--- src/rtl/reorder_and_add.sv ---
// reorder_and_add: registered scatter-add; lanes data_in0..8 are summed into bucket index<i>, add_res<k+1> holds bucket k (clk, rst sync high)
module reorder_and_add #(
  parameter int DATA_W = 8,
  parameter int IDX_W = 8
) (
  input  logic              clk,
  input  logic              rst,
  input  logic [DATA_W-1:0] data_in0,
  input  logic [DATA_W-1:0] data_in1,
  input  logic [DATA_W-1:0] data_in2,
  input  logic [DATA_W-1:0] data_in3,
  input  logic [DATA_W-1:0] data_in4,
  input  logic [DATA_W-1:0] data_in5,
  input  logic [DATA_W-1:0] data_in6,
  input  logic [DATA_W-1:0] data_in7,
  input  logic [DATA_W-1:0] data_in8,
  input  logic [IDX_W-1:0]  index0,
  input  logic [IDX_W-1:0]  index1,
  input  logic [IDX_W-1:0]  index2,
  input  logic [IDX_W-1:0]  index3,
  input  logic [IDX_W-1:0]  index4,
  input  logic [IDX_W-1:0]  index5,
  input  logic [IDX_W-1:0]  index6,
  input  logic [IDX_W-1:0]  index7,
  input  logic [IDX_W-1:0]  index8,
  output logic [DATA_W-1:0] add_res1,
  output logic [DATA_W-1:0] add_res2,
  output logic [DATA_W-1:0] add_res3,
  output logic [DATA_W-1:0] add_res4,
  output logic [DATA_W-1:0] add_res5,
  output logic [DATA_W-1:0] add_res6,
  output logic [DATA_W-1:0] add_res7,
  output logic [DATA_W-1:0] add_res8,
  output logic [DATA_W-1:0] add_res9
);
  logic [DATA_W-1:0] d [9];
  logic [IDX_W-1:0]  x [9];
  logic [DATA_W-1:0] sum_d [9];
  logic [DATA_W-1:0] sum_q [9];
  assign d = '{data_in0, data_in1, data_in2, data_in3, data_in4, data_in5, data_in6, data_in7, data_in8};
  assign x = '{index0, index1, index2, index3, index4, index5, index6, index7, index8};
  always_comb begin
    sum_d = '{default: '0};
    for (int k = 0; k < 9; k++)
      for (int i = 0; i < 9; i++)
        sum_d[k] = sum_d[k] + ((x[i] == IDX_W'(k)) ? d[i] : '0);
  end
  always_ff @(posedge clk)
    if (rst) sum_q <= '{default: '0};
    else sum_q <= sum_d;
  assign add_res1 = sum_q[0];
  assign add_res2 = sum_q[1];
  assign add_res3 = sum_q[2];
  assign add_res4 = sum_q[3];
  assign add_res5 = sum_q[4];
  assign add_res6 = sum_q[5];
  assign add_res7 = sum_q[6];
  assign add_res8 = sum_q[7];
  assign add_res9 = sum_q[8];
endmodule

--- config.mk ---
export PLATFORM = sky130hd
export DESIGN_NAME = reorder_and_add
export DESIGN_NICKNAME = d
export VERILOG_FILES = /design/src/rtl/reorder_and_add.sv
export SDC_FILE = /design/constraint.sdc
export NUM_CORES = 1
export LEC_CHECK = 0
export CORE_UTILIZATION = 53
export CTS_BUF_LIST = sky130_fd_sc_hd__clkbuf_16
export DETAILED_ROUTE_END_ITERATION = 10
export PLACE_DENSITY = 0.76
export SYNTH_ARGS = -nofsm -noshare
export SYNTH_HDL_FRONTEND = slang
export SYNTH_SLANG_ARGS = --single-unit
--- constraint.sdc ---
create_clock -name clk -period 8.6 [get_ports clk]
set_input_delay 1.29 -clock clk [delete_from_list [all_inputs] [get_ports clk]]
set_output_delay 1.29 -clock clk [all_outputs]
set_load 0.02 [all_outputs]
After elaboration in Yosys (flattened, before gate mapping)
Cells that the tools add are included.

storage, ports and cells
  flip-flop bits (word level) = 72
  bits in latches = 0
  memory bits (writable) = 0
  ROM bits = 0
  input bits = 146
  output and inout port bits = 72
  logic and storage cells = 243
  memories kept = 0

operators by class
  $add $sub $neg = 72
  $mul = 0
  divide/modulo/power cells = 0
  magnitude comparators = 0
  equal/unequal tests = 72
  shift-type cells = 0
  mux-type cells = 81
  bitwise operators = 0
  reductions and logical operators = 9

operator list
  kind                                                  count
  two-way mux 8 bit                                     81
  adder 8 bit                                           72
  equality test 8 x 3 -> 1 bit (second input constant)  36
  equality test 8 x 2 -> 1 bit (second input constant)  18
  equality test 8 x 1 -> 1 bit (second input constant)  9
  equality test 8 x 4 -> 1 bit (second input constant)  9
  zero test 8 bit                                       9

Logic depth before layout (Yosys ltp)
Gate-level depths: netlist (run 1).

  depth in word-level cells = 10
  mapped depth = 21
  mapped depth without buffers = 21

Worst setup path before layout (run 1)
OpenSTA, ideal clock, no wires.

  path kind = input-to-reg
  from = in index8[7]
  to = reg sum_q, in the netlist add_res1[7]
  setup time = 0.065 ns
  arrival time = 6.323 ns
  data required time = 8.535 ns
  path slack = 2.211 ns
  cell stages on the path = 20
  buffers on the path = 1
  cell sequence = or4_1 > clkbuf_1 > or3_1 > nor3_1 > nand2_1 > fa_1 > inv_1 > fa_1 > fa_1 > inv_1 > fa_1 > inv_1 > ha_1 > a21o_1 > a21oi_1 > o21bai_1 > a21oi_1 > xnor2_1 > xnor3_1 > nor2_1

between the ends
  longest elaborated chain between the ends = 3

ends and longest elaborated chain
  item                    RTL line  RTL
  start: declaration      25        input logic [IDX_W-1:0] index8,
  zero test 8 bit         46        sum_d[k] = sum_d[k] + ((x[i] == IDX_W'(k)) ? d[i] : '0);
  two-way mux 8 bit       46
  adder 8 bit             46
  end signal: assignment  50        else sum_q <= sum_d;
  end: declaration        39        logic [DATA_W-1:0] sum_q [9];

Every way passes these cells.
A chain may end at the register's enable or synchronous reset.

Worst setup path after layout (run 1)
  from = in index8[7]
  to = reg sum_q, in the netlist add_res9[7]

between the ends
  longest elaborated chain between the ends = 3

ends and longest elaborated chain
  item                          RTL line
  equality test 8 x 4 -> 1 bit  46
  two-way mux 8 bit             46
  adder 8 bit                   46

Every way passes these cells.

==> results of run 1 <==
[layout by cell type, fill, tap and decap left out, drive strengths merged, types with 9 or more instances in the layout]
cell type / count
inv: 448
fa: 405
and2: 301
nand2: 291
clkdlybuf4s50: 216
xnor2: 106
nor2: 95
ha: 72
dfxtp: 72
xor2: 40
nor2b: 35
nor3: 35
a21oi: 26
nor4: 25
buf: 24
nand3: 21
nand2b: 20
nand4: 15
diode: 14
nand3b: 12
a21o: 12
xnor3: 12
nand4b: 9
o21bai: 9
clkbuf: 9
[power by group through the flow]
stage	registers [mW]	logic [mW]	clock network (mW)
6_report	0.338	0.289	0.420
5_1_grt	0.338	0.287	0.441
4_1_cts	0.337	0.270	0.434
3_5_place_dp	0.345	0.268	0
3_3_place_gp	0.345	0.267	0
2_1_floorplan	0.349	0.0761	0
[registers in the layout (all words and copies together), names as in the netlist]
signal,cells
add_res1,8
add_res2,8
add_res3,8
add_res4,8
add_res5,8
add_res6,8
add_res7,8
add_res8,8
add_res9,8
[layout make-up]
class                   count  area share
well taps                 461      0.0262
inverters                 447      0.0761
clock buffers               9      0.0102
repair buffers            240       0.106
multi-input cells        1588       0.710
clock inverters             7     0.00397
diodes                     14     0.00159
flip-flops and latches     72      0.0654
[worst min path at each step]
stage | start | endpoint | slack (ns) | depth (start not counted)
after floorplan | rst | add_res7[0] | 1.58 | 2
after global placement | rst | add_res7[3] | 1.98 | 3
after detailed placement | rst | add_res7[3] | 1.98 | 3
after CTS | rst | add_res7[3] | 1.60 | 3
after global routing | rst | add_res8[6] | 1.63 | 3
final | rst | add_res7[3] | 1.56 | 3
[per-layer routing]
metal | share of wire | global-route usage | vias to the layer above
met5 | 0.0013 | 0 | -
met4 | 0.077 | 0.275 | 6
met3 | 0.14 | 0.133 | 292
met2 | 0.43 | 0.585 | 1233
met1 | 0.35 | 0.491 | 8073
li1 | - | - | 6800
[critical path: cells and delay by family]
kind	cells	cell delay, ns
fa+ha+maj	5	2.15
xor+xnor	2	0.56
simple gates	5	2.26
compound gates	4	0.80
buf+inv	3	0.54
[kinds of logic (layout without fill, tap and decap cells)]
logic type	Yosys count	after routing	share of synthesized area
flops	72	72	0.0758
compound gates	50	50	0.0162
other cells	0	14	0
buf+inv	510	703	0.101
simple gates	903	903	0.251
fa+ha+maj	477	477	0.474
xor+xnor	158	158	0.0818
[per-stage QoR]
stage | instances | power (mW)
after CTS | 2824 | 1.04
after detailed placement | 2808 | 0.613
after global placement | 2808 | 0.612
after global routing | 2825 | 1.07
after floorplan | 2170 | 0.425
final | 2838 | 1.05
==> impl_summary.md, run 1 <==
Place
The global placement routability congestion is 1.02. The post-detailed-placement half-perimeter wirelength is 53.1 mm. In this run the tool buffered the top-level ports with 217 buffer cells. OpenSTA, run right after detailed placement, puts the worst setup slack at 1.04 ns. The instance area at placement is 21700 µm².

Timing
The final count of pins violating max slew was 0. The post-layout worst setup margin is 1.31 ns. In the finished design, the share of the clock period the worst path needs comes to 0.848. The count of endpoints failing hold in the final timing report was 0. At the pin with the least slew margin, the transition time is 1.27 ns. The post-layout minimum cycle time is 7.29 ns. Hold timing on the final database bottoms out at a slack of 1.56 ns. The worst pin sits at a relative slew slack of 0.144. Setup violations remaining at the end of the flow were counted as 0. Setup repair after global routing left no endpoint under its margin. Timing would allow up to 0.137 GHz. The sum of negative setup slack is 0 ns.

Global route
The global-route usage over all layers is 0.397. The number of global-route vias before repair is 16769. The total overflow left after global routing is 0. The initial antenna violation count is 7.

The largest net degree at the start of global routing is 73. The first-pass GRT wire length is 102 mm.

Floorplanning
The die area is 36600 µm². The core box area is 35400 µm². The initial core utilization is 0.537. The number of ports placed on the die boundary is 218. The width of the die is 191 µm. The height of the chip is 191 µm. The site row count is 69.

Route
For this block, the routed nets add up to 69.2 mm of wire. Using the TritonRoute via totals, the vias-per-cell ratio works out to 5.78. The wire length per cell after detailed routing is 24.4 µm. The via count is 16404.

The final routed DRC violation total is 0. The first detailed-routing pass ran for 6 iterations. In this run, the number of DRC markers left after iteration 0 of detailed routing was 1564. The remaining antenna violation count is 0.

Critical path
The largest single stage delay on the critical path is 0.79 ns. The classification of the worst setup path is in -> reg. The biggest fanout along the worst timing path is 7. The capture point of the worst path is add_res9[7]. STA classifies the critical path endpoint as a register. The cell with the largest stage delay on the worst path is sky130_fd_sc_hd__nor3b_1. At the worst endpoint, the arrival time is 7.61 ns. The type of element launching the critical path is an input pin. Tracing the worst setup path back leads to its startpoint at index8[7]. Data on the critical path is required at its endpoint by 8.92 ns. The critical path's most frequent cell is sky130_fd_sc_hd__fa_1. Traced cell by cell, the critical path runs through clkdlybuf4s50_1 > or4_1 > or3_1 > nor3b_1 > and2_1 > fa_1 > fa_1 > fa_1 > inv_1 > fa_1 > inv_1 > ha_1 > a21o_1 > a21oi_1 > o21bai_1 > a21oi_1 > xnor2_1 > xnor3_1 > nor2_1.

Yosys
Of the post-synthesis cell area, the dominant cell type holds 0.426. Ranked by instance count, the synthesized netlist is headed by sky130_fd_sc_hd__inv_1 (442), sky130_fd_sc_hd__fa_1 (405), sky130_fd_sc_hd__and2_1 (301). The count of warnings emitted by yosys is 0. The post-synthesis async set-or-reset flop share is 0. The number of nets in the synthesized netlist is 2793.

The most frequent cell after synthesis is sky130_fd_sc_hd__inv_1. In this run the cell area of the synthesized design comes to 19000 µm². By area the synthesized netlist is led by sky130_fd_sc_hd__fa_1 (43%), sky130_fd_sc_hd__and2_1 (9.9%), sky130_fd_sc_hd__inv_1 (8.7%). Counting flops with a built-in enable in the synthesized netlist gives 0. The synthesized design spends more area on one cell type than any other, namely sky130_fd_sc_hd__fa_1. The cell count after synthesis came out at 2170. For this run, the leading register cell type out of synthesis is sky130_fd_sc_hd__dfxtp_1. The share of the Yosys chip area taken by registers is 0.0758. The distinct cell type count after synthesis is 42. The number of register bits inferred by synthesis is 72. The average cell area after synthesis is 8.76 µm².

Flow run
The number of max-capacitance violations reported is 0.

Layout
The final layout contains 2981 nets. The final instance area is 22000 µm². In the final layout, the multi-input gates occupy 15700 µm². Summing all flip-flop and latch instances after layout gives 1440 µm². In the final layout, the share of cells above drive strength 1 is 0.0245. The number of fill cells in the layout is 3080. The post-layout utilization of the core is 0.623. The layout overhead on the synthesized area is 15.9%.

Clock tree
Clock tree synthesis inserted a total of 9 buffers. The number of instances resized during post-cts repair is 0. The maximum level of the CTS H-tree is 3. Post-CTS timing repair inserted 0 buffers for setup. Clock-pin slew was measured on the worst setup and hold paths at 0.07 ns.

No sink is reached through more buffers than the 2 on the longest clock path. The tree is rooted in a sky130_fd_sc_hd__clkbuf_16. CTS saw 72 sinks. The count of hold buffers inserted by post-cts repair is 0. The clock tree from TritonCTS is built.

Worst hold path
The path category of the worst min-delay check is in -> reg.

Status
The run finished with clean final reports.

Pwr
The static leakage is 9.88 nW. Of the total power, the clock network draws 0.402. Summed over all nets, the switching power comes to 0.366 mW.

Of the total power, combinational logic draws 0.276. Of the total power, the share spent switching nets is 0.350. VDD sags by at most 0.0000949 V. The internal power of the cells totals 0.680 mW. The sequential share of power is 0.323. Dividing total power by cell area gives a power density of 47.5 nW/µm².
Power figures use the tool's default switching activity.
==> inputs of run 2 (changes only) <==
==> constraint.sdc (replaced) <==
create_clock -name clk -period 7.15 [get_ports clk]
set_input_delay 1.0725 -clock clk [delete_from_list [all_inputs] [get_ports clk]]
set_output_delay 1.0725 -clock clk [all_outputs]
set_load 0.02 [all_outputs]
==> impl_summary.md, run 2 (synthesis gave the netlist of run 1 again) <==
Status
The flow ran to the end, and the final reports show no timing, DRC or antenna violations.

Timing
The final count of pins violating max slew was 0. The upper clock frequency limit is 0.154 GHz. The count of endpoints failing hold in the final timing report is 0. Setup violations remaining at the end of the flow were counted as 0. At the pin with the least slew margin, the transition time is 1.11 ns.

The normalized max-slew margin is 0.260. The worst path in the final design needs a cycle of 6.51 ns, including I/O delays and setup. The final hold slack is 1.38 ns.

Setup repair after global routing left no endpoint under its margin. Of the available clock period, the critical path in the final layout requires 0.911. Adding up every negative setup slack in the final design gives 0 ns.

Global route
The number of global-route vias before repair is 16907. The first global-routing pass estimated 102 mm of wire. After global routing, the most crowded layer is met2. The initial antenna violation count came to 7. The met3 global-route usage is 0.155. The routing usage on met1 is 0.493. The largest net degree at the start of global routing is 73.

Summed over all layers, the global routing overflow is 0. In the global route stage, met2 resource usage came out at 0.588. In the global route stage, overall resource usage came out at 0.400.

Pwr
VDD sags by at most 0.000126 V. The internal power of the cells is 0.860 mW. The share of total power dissipated in sequential elements is 0.310. The switching share of power is 0.343. In this run the power spent charging and discharging nets is 0.450 mW. The part of the power in the clock network is 0.420.

The static leakage is 10.2 nW. The combinational share of power is 0.271. The cell area power density is 58.4 nW/µm².

Worst hold path
In this run the worst hold path is classified as in -> reg.

Clock tree
TritonCTS built the clock tree. Once the clock tree was built, the setup fixing pass inserted 0 buffers. The total clock buffers created by CTS is 9. The clock root buffer master is sky130_fd_sc_hd__clkbuf_16.

Hold repair after CTS inserted 0 buffers. Once the clock tree was built, the resizer swapped 0 gates to a different size. The H-tree generated during clock tree synthesis spans 3 levels. The maximum number of buffers from clock root to sink is 2. Clock-pin slew was measured on the worst setup and hold paths at 0.09 ns. The total number of clock tree sinks is 72.

Layout
The layout overhead on the synthesized area is 18.1%. In the final layout, the share of cells above drive strength 1 is 0.0455. Once layout is done, the placed cells without fillers occupy 22500 µm². The final net count is 3033. Once layout is complete, the utilization of the core stands at 0.634. The library cells used most frequently in the layout, excluding fill and tap cells, are sky130_fd_sc_hd__inv_1 (443), sky130_fd_sc_hd__fa_1 (405), sky130_fd_sc_hd__and2_1 (301). Fill cells in the final layout number 3066. The most frequent standard cell in the layout excluding fill and tap cells is sky130_fd_sc_hd__inv_1.

Critical path
The type of element launching the critical path is an input pin. The biggest fanout along the worst timing path is 7. The critical path is of the in -> reg type. Data on the critical path is required at its endpoint by 7.41 ns. The data arrival time of the critical path is 6.77 ns. The type of destination of the critical path is a register. The critical path's most frequent cell is sky130_fd_sc_hd__fa_1. The largest individual stage delay along the critical path comes from the cell sky130_fd_sc_hd__or4_1. Traced cell by cell, the critical path runs through clkdlybuf4s50_1 > or4_1 > or3_1 > nor3_1 > buf_4 > and2_1 > fa_1 > fa_1 > fa_1 > inv_1 > fa_1 > inv_1 > ha_1 > a211oi_1 > o21bai_1 > a21oi_1 > xnor2_1 > xnor2_1 > xnor2_1 > nor2_1. The largest stage delay on the critical path is 0.74 ns.

Route
The detailed-route wire length is 69.0 mm. Once detail routing completed, the nets flagged for antenna violations numbered 0. After detailed routing, the number of remaining DRC violations is 0. The detailed router finished its first iteration with 1558 violations.

The final route contains 16369 vias. After detailed routing, the number of vias per cell comes to 5.67. Before antenna repair, the detailed router went through 7 iterations.

In the final routed layout, each cell accounts on average for 23.9 µm.

Floorplanning
In this run the core area contains 69 standard-cell rows. 218 I/O pins were placed. The height of the chip is 191 µm. The die area is 36600 µm².

The width of the die is 191 µm. The initial utilization of the core area, before any placement, comes to 0.537. The core box area is 35400 µm².

Place
The global placement routability congestion is 1.04. The post-detailed-placement half-perimeter wirelength is 53.7 mm. The total of buffers placed on input and output ports is 217. The instance area at placement is 22100 µm².

Flow run
The number of max-capacitance violations reported is 0.
run 2: changes by cell type in the layout (fill, tap and decap cells not counted), sizes merged:
cell / previous run / this run
clkinvlp: 2 / 0
bufinv: 2 / 3
clkinv: 2 / 3
diode: 14 / 10
buf: 24 / 76
run 2: area by class of cell:
cell class	instances	area [µm²]	share of cell area
antenna	10	25.0	0.00111
clock buffer	9	225	0.0100
clock inverter	7	111	0.00496
inverter	447	1680	0.0747
multi-input combinational	1588	15700	0.698
sequential	72	1440	0.0642
tap	461	577	0.0257
timing repair buffer	292	2730	0.122
run 2: worst max-delay path: cells and delay by family:
kind / cells / cell delay (ns)
AOI/OAI and AO/OA: 3 / 0.63
xor gates and xnor gates: 3 / 0.46
adders and majority gates: 5 / 2.18
buffers and inverters: 4 / 0.75
and+or+nand+nor: 5 / 1.66
run 2: worst paths after layout:
path / from / endpoint / cells after the start
min: rst / add_res5[7] / 3
max: index5[7] / add_res2[7] / 20
run 2: stage by stage:
stage	setup slack [ns]	total power, mW	cells
finish	0.640	1.31	2886
global route	0.280	1.34	2880
CTS	0.694	1.30	2876
detailed placement	0.270	0.745	2860
global placement	0.351	0.743	2860
floorplan	0.979	0.511	2170
run 2: per-layer routing:
layer  part of all wire  wire, µm  up-vias
met5                  0         0        -
met3               0.15     10200      264
met4              0.073      5020        0
met1               0.36     24600     8134
met2               0.42     29100     1079
li1                   -         -     6892
run 2: power groups by stage:
| stage | Combinational (mW) | Clock (mW) | Sequential (mW) |
|---|---|---|---|
| 2_1_floorplan | 0.0916 | 0 | 0.420 |
| 3_3_place_gp | 0.328 | 0 | 0.415 |
| 3_5_place_dp | 0.330 | 0 | 0.415 |
| 4_1_cts | 0.331 | 0.565 | 0.406 |
| 5_1_grt | 0.355 | 0.579 | 0.406 |
| 6_report | 0.355 | 0.550 | 0.406 |
